File: config.mk
export PLATFORM = sky130hd
export DESIGN_NAME = exp4_fluxo_dados
export DESIGN_NICKNAME = d
export VERILOG_FILES = /design/src/rtl/exp4_fluxo_dados.sv
export SDC_FILE = /design/constraint.sdc
export NUM_CORES = 1
export LEC_CHECK = 0
export CAP_MARGIN = 30
export CORE_MARGIN = 2
export CORE_UTILIZATION = 40
export DETAILED_ROUTE_END_ITERATION = 8
export GPL_ROUTABILITY_DRIVEN = 0
export HOLD_SLACK_MARGIN = 0.12
export MAX_ROUTING_LAYER = met4
export PLACE_DENSITY = 0.76
export SYNTH_ARGS = -nofsm -noshare
export SYNTH_HDL_FRONTEND = slang
export SYNTH_SLANG_ARGS = --single-unit
File: constraint.sdc
create_clock -name clock -period 1.6 [get_ports clock]
set_input_delay 0.48 -clock clock [delete_from_list [all_inputs] [get_ports clock]]
set_output_delay 0.48 -clock clock [all_outputs]
set_load 0.005 [all_outputs]
File: src/rtl/exp4_fluxo_dados.sv
// Datapath for the memory-sequence game: address counter, ROM, switch register and play detector.
// Define EXP4_FLUXO_DADOS_DEBUG_EN to drive the db_* ports; otherwise they are tied to zero.
module exp4_fluxo_dados #(
  parameter int unsigned ADDR_LAST = 15
) (
  input  logic       clock,
  input  logic       reset,
  input  logic       zeraC,
  input  logic       contaC,
  input  logic       zeraR,
  input  logic       registraR,
  input  logic [3:0] chaves,
  output logic       fimC,
  output logic       chavesIgualMemoria,
  output logic       jogada_feita,
  output logic [3:0] db_contagem,
  output logic [3:0] db_memoria,
  output logic [3:0] db_chaves,
  output logic       db_tem_jogada
);

  localparam logic [3:0] LAST = 4'(ADDR_LAST);

  typedef enum logic {IDLE, HELD} det_t;

  logic [3:0] cnt_q, cnt_d;
  logic [3:0] reg_q, reg_d;
  logic [3:0] mem_word;
  det_t       det_q, det_d;
  logic       jogada_q, jogada_d;
  logic       sinal;
  logic [3:0] rom [16];

  // One-hot walking pattern 1,2,4,8 repeated over the 16 addresses
  for (genvar k = 0; k < 16; k++) begin : g_rom
    assign rom[k] = 4'(1 << (k % 4));
  end

  assign mem_word = rom[cnt_q];
  assign sinal    = |chaves;

  always_comb begin
    cnt_d = cnt_q;
    if (zeraC)       cnt_d = '0;
    else if (contaC) cnt_d = (cnt_q == LAST) ? 4'd0 : cnt_q + 4'd1;
  end

  always_comb begin
    reg_d = reg_q;
    if (zeraR)          reg_d = '0;
    else if (registraR) reg_d = chaves;
  end

  always_comb begin
    det_d    = det_q;
    jogada_d = 1'b0;
    case (det_q)
      IDLE: if (sinal) begin
        det_d    = HELD;
        jogada_d = 1'b1;
      end
      HELD: if (!sinal) det_d = IDLE;
      default: det_d = IDLE;
    endcase
  end

  always_ff @(posedge clock or negedge reset) begin
    if (!reset) begin
      cnt_q    <= '0;
      reg_q    <= '0;
      det_q    <= IDLE;
      jogada_q <= 1'b0;
    end else begin
      cnt_q    <= cnt_d;
      reg_q    <= reg_d;
      det_q    <= det_d;
      jogada_q <= jogada_d;
    end
  end

  assign fimC               = (cnt_q == LAST);
  assign chavesIgualMemoria = (reg_q == mem_word);
  assign jogada_feita       = jogada_q;

`ifdef EXP4_FLUXO_DADOS_DEBUG_EN
  assign db_contagem   = cnt_q;
  assign db_memoria    = mem_word;
  assign db_chaves     = reg_q;
  assign db_tem_jogada = sinal;
`else
  assign db_contagem   = '0;
  assign db_memoria    = '0;
  assign db_chaves     = '0;
  assign db_tem_jogada = 1'b0;
`endif

endmodule

==> results.yml, run 1 <==
worst_setup_path:
  crit_path_max_fanout: 4
  worst-path-buf-inv: 2
  critPathCaptureType: "output port"
  crit_family: "flip-flops"
  worst_ep_required_time_ns: 1.12
  reg2regPathDepth: 5
  path_cells: "inv_2, ha_4, xor2_1, nor4_1, buf_2"
  timing.critical_path.slowest_stage_cell: "dfrtp_1"
  crit_path_start_kind: "flop"
  cp_arrival_ns: 1.50
  worstSetupPathDepth: 5
  max_stage_delay_ns: 0.43
  critPathKind: "reg2out"
place:
  io_buffers: 12
  dp_hpwl_um: 920.4
  worst_slack_at_placement_ns: -0.4723
  dpl-instance-area_um2: 726.9
yosys:
  yosysWarnings: 0
  netlist_area_um2: 605.6
  syn_avg_cell_area_um2: 10.09
  synth_cells: 60
  yosys.area_share.xor_xnor_pct: 7.231
  synth_top_family_by_area: "buffers and inverters"
  muxShareOfSynthArea_pct: 8.264
  synth_compound_area_share_pct: 3.306
  synth.yosys.seq_area_share_pct: 41.32
  synth_cell_type_count: 18
  post_synth_fa_ha_maj_area_fraction_pct: 8.264
  synth_seq_cells: 10
  post_synth_and_or_nand_nor_area_fraction_pct: 13.02
detailed_routing:
  remaining_drc_errors: 0
  dr_total_vias: 448
  drt.antenna.violating_nets: 0
  wl_per_cell_um: 12.04
  drtIter0Drc: 5
  avgViaCountPerCell: 4.525
  firstDrtPassIters: 4
  drt-total-wl_mm: 1.192
run_status:
  run_status: "finished with violations"
  failed_checks: "setup timing"
layout:
  finalInstanceArea_um2: 822.0
  synthToLayoutAreaGrowth_pct: 35.74
  n_antenna_cell: 0
  finish.net_count: 98
  drive_gt1_share_pct: 25.30
sta:
  final_max_slew_viol_count: 0
  post-route-worst-setup-slack_ns: -0.3773
  totalNegativeSetupSlack_ns: -0.7064
  finalHoldViolCount: 0
  fmaxAchievable_mhz: 505.7
  fin_worst_skew_ns: 0.002677
  grt_setup_unrepaired: "yes"
  layout_min_cycle_time_ns: 1.977
  final-setup-viol-count: 2
  finalHoldWorstSlack_ns: 0.3947
  timing.final.crit_share_pct: 123.6
clock_network:
  clock-root-buffer: "clkbuf_4"
  worst_setup_hold_path_clk_slew_ns: 0.07
  tritoncts.num_buffers: 3
  ctsHtreeMaxLevel: 1
  buffer_depth_of_the_longest_clock_path: 2
  worst_skew_pair.late_latency_ns: 0.26
  cts.sink_count: 10
  ctsHoldBuffers: 0
  cts_tree: "done"
hold_path:
  hp-class: "reg2reg"
  worst_hold_path.num_cells: 1
power_and_ir_drop:
  ir_drop_mv: 0.4138
  netSwitchingFraction_pct: 24.21
  pwr-share-seq_pct: 44.8
  clkPwrFrac_pct: 36.4
  power_density_nw_per_um2: 748.0
  p_sw_uw: 148.9
  totalPowerFinal_uw: 614.9
  power.internal_uw: 466.0
  power_leakage_uw: 0.0004146
  power.share.combinational_pct: 18.9
grt:
  grt_antenna_before_repair: 0
  grt_overflow: 0
  grt_first_pass_wirelength_mm: 1.869
  track_usage_pct: 13.86
  via_count_of_the_first_global_routing_pass: 428
  grt_max_degree: 11
job:
  maxCapViolCount: 0
die:
  design.core.area_um2: 1454
  initial_utilization_pct: 41.65
  die_height_um: 42.91
  die-width_um: 42.91
  rows: 14
  boundaryPins: 26
  fp.dieArea_um2: 1841
==> per-stage QoR <==
step	instances	utilization (%)
2_1_floorplan	72	-
3_3_place_gp	91	50.00
3_5_place_dp	91	50.00
4_1_cts	99	56.54
5_1_grt	99	56.54
6_report	99	56.54
==> logic make-up (layout without fill, tap and decap cells) <==
family	count (synthesis)	in the layout
mux	5	5
other cells	1	13
compound gates	4	4
xor+xnor	5	5
flops	10	10
fa+ha+maj	4	4
simple gates	15	15
buf+inv	16	27
==> layout by cell type, fill, tap and decap left out, types with 2 or more instances in the layout <==
cell | netlist | final
conb_1 | 1 | 13
clkdlybuf4s50_1 | 0 | 10
dfrtp_1 | 10 | 9
buf_4 | 13 | 8
nor2_1 | 6 | 6
xor2_1 | 5 | 5
mux2i_1 | 5 | 5
a21oi_1 | 3 | 3
clkbuf_4 | 0 | 3
inv_2 | 2 | 2
or4_1 | 2 | 2
nand2_1 | 2 | 2
ha_2 | 0 | 2
ha_4 | 0 | 2
==> worst reg2reg max path, cell delays in order (launching register included) <==
cell	delay, ns
dfrtp_2	0.45
ha_2	0.19
buf_4	0.14
and3_1	0.15
or3b_1	0.34
a21oi_1	0.12
==> per-layer routing <==
metal  up-vias  part of all wire (%)  wire, µm  track usage, %
li1        215                     -         -               -
met1       218                    44       525           16.67
met2        13                    50       595           21.82
met3         2                   4.4        52           1.702
met4         0                   1.5        18           8.750
met5         -                     0         0               -
==> flip-flops by register name, indices dropped and copies added (netlist names) <==
signal	flops
cnt_q	4
det_q	1
jogada_feita	1
reg_q	4
==> final timing paths <==
| check | startpoint | endpoint | slack [ns] |
|---|---|---|---|
| min reg2reg | det_q$_DFF_PN0_ | jogada_feita$_DFF_PN0_ | 0.39 |
| max reg2reg | cnt_q[0]$_DFFE_PN0P_ | cnt_q[0]$_DFFE_PN0P_ | 0.14 |
| max | cnt_q[1]$_DFFE_PN0P_ | chavesIgualMemoria | -0.38 |
| min | det_q$_DFF_PN0_ | jogada_feita$_DFF_PN0_ | 0.39 |
| max in group asynchronous | reset | cnt_q[0]$_DFFE_PN0P_ | 0.73 |
| min in group asynchronous | reset | reg_q[1]$_DFFE_PN0P_ | 0.53 |
==> what timing repair did <==
action                                  4_1_cts  5_1_grt
pin swaps                                     2        0
endpoints found under the setup margin        2        2
gates cloned                                  0        0
resized for setup                            13        0
buffers inserted                              4        0
==> power groups by stage <==
stage	registers, µW	logic, µW	clock network [µW]
after global placement	277	99.5	0
after CTS	275	116	230
after floorplan	277	68.6	0
after global routing	276	128	239
after detailed placement	278	104	0
final	275	116	224
==> cell type report <==
type                    count  area, µm²
well taps                  16      20.02
multi-input cells          46      321.6
inverters                   2      7.507
fillers                   135      631.9
flip-flops and latches     10      251.5
repair buffers             21      185.2
clock buffers               4      36.28
==> cell usage after synthesis <==
cell type	number	area (µm²)
buf_4	13	97.59
dfrtp_1	10	250.2
nor2_1	6	22.52
mux2i_1	5	50.05
xor2_1	5	43.79
ha_1	4	50.05
a21oi_1	3	15.01
inv_2	2	7.510
nand2_1	2	7.510
or4_1	2	15.01
and3_1	1	6.260
clkbuf_1	1	3.750
conb_1	1	3.750
nand2b_1	1	6.260
nor2b_1	1	6.260
nor4_1	1	6.260
o21ai_1	1	5.000
or3b_1	1	8.760
(Power assumes the default switching activity.)
==> run 2: changes to the inputs <==
--- a/config.mk
+++ b/config.mk
@@ -5,6 +5,7 @@
 export SDC_FILE = /design/constraint.sdc
 export NUM_CORES = 1
 export LEC_CHECK = 0
+export ABC_CLOCK_PERIOD_IN_PS = 1600
 export CAP_MARGIN = 30
 export CORE_MARGIN = 2
 export CORE_UTILIZATION = 40
==> results of run 2 <==
No change in the layout: final DEF, timing and power equal those of run 1.
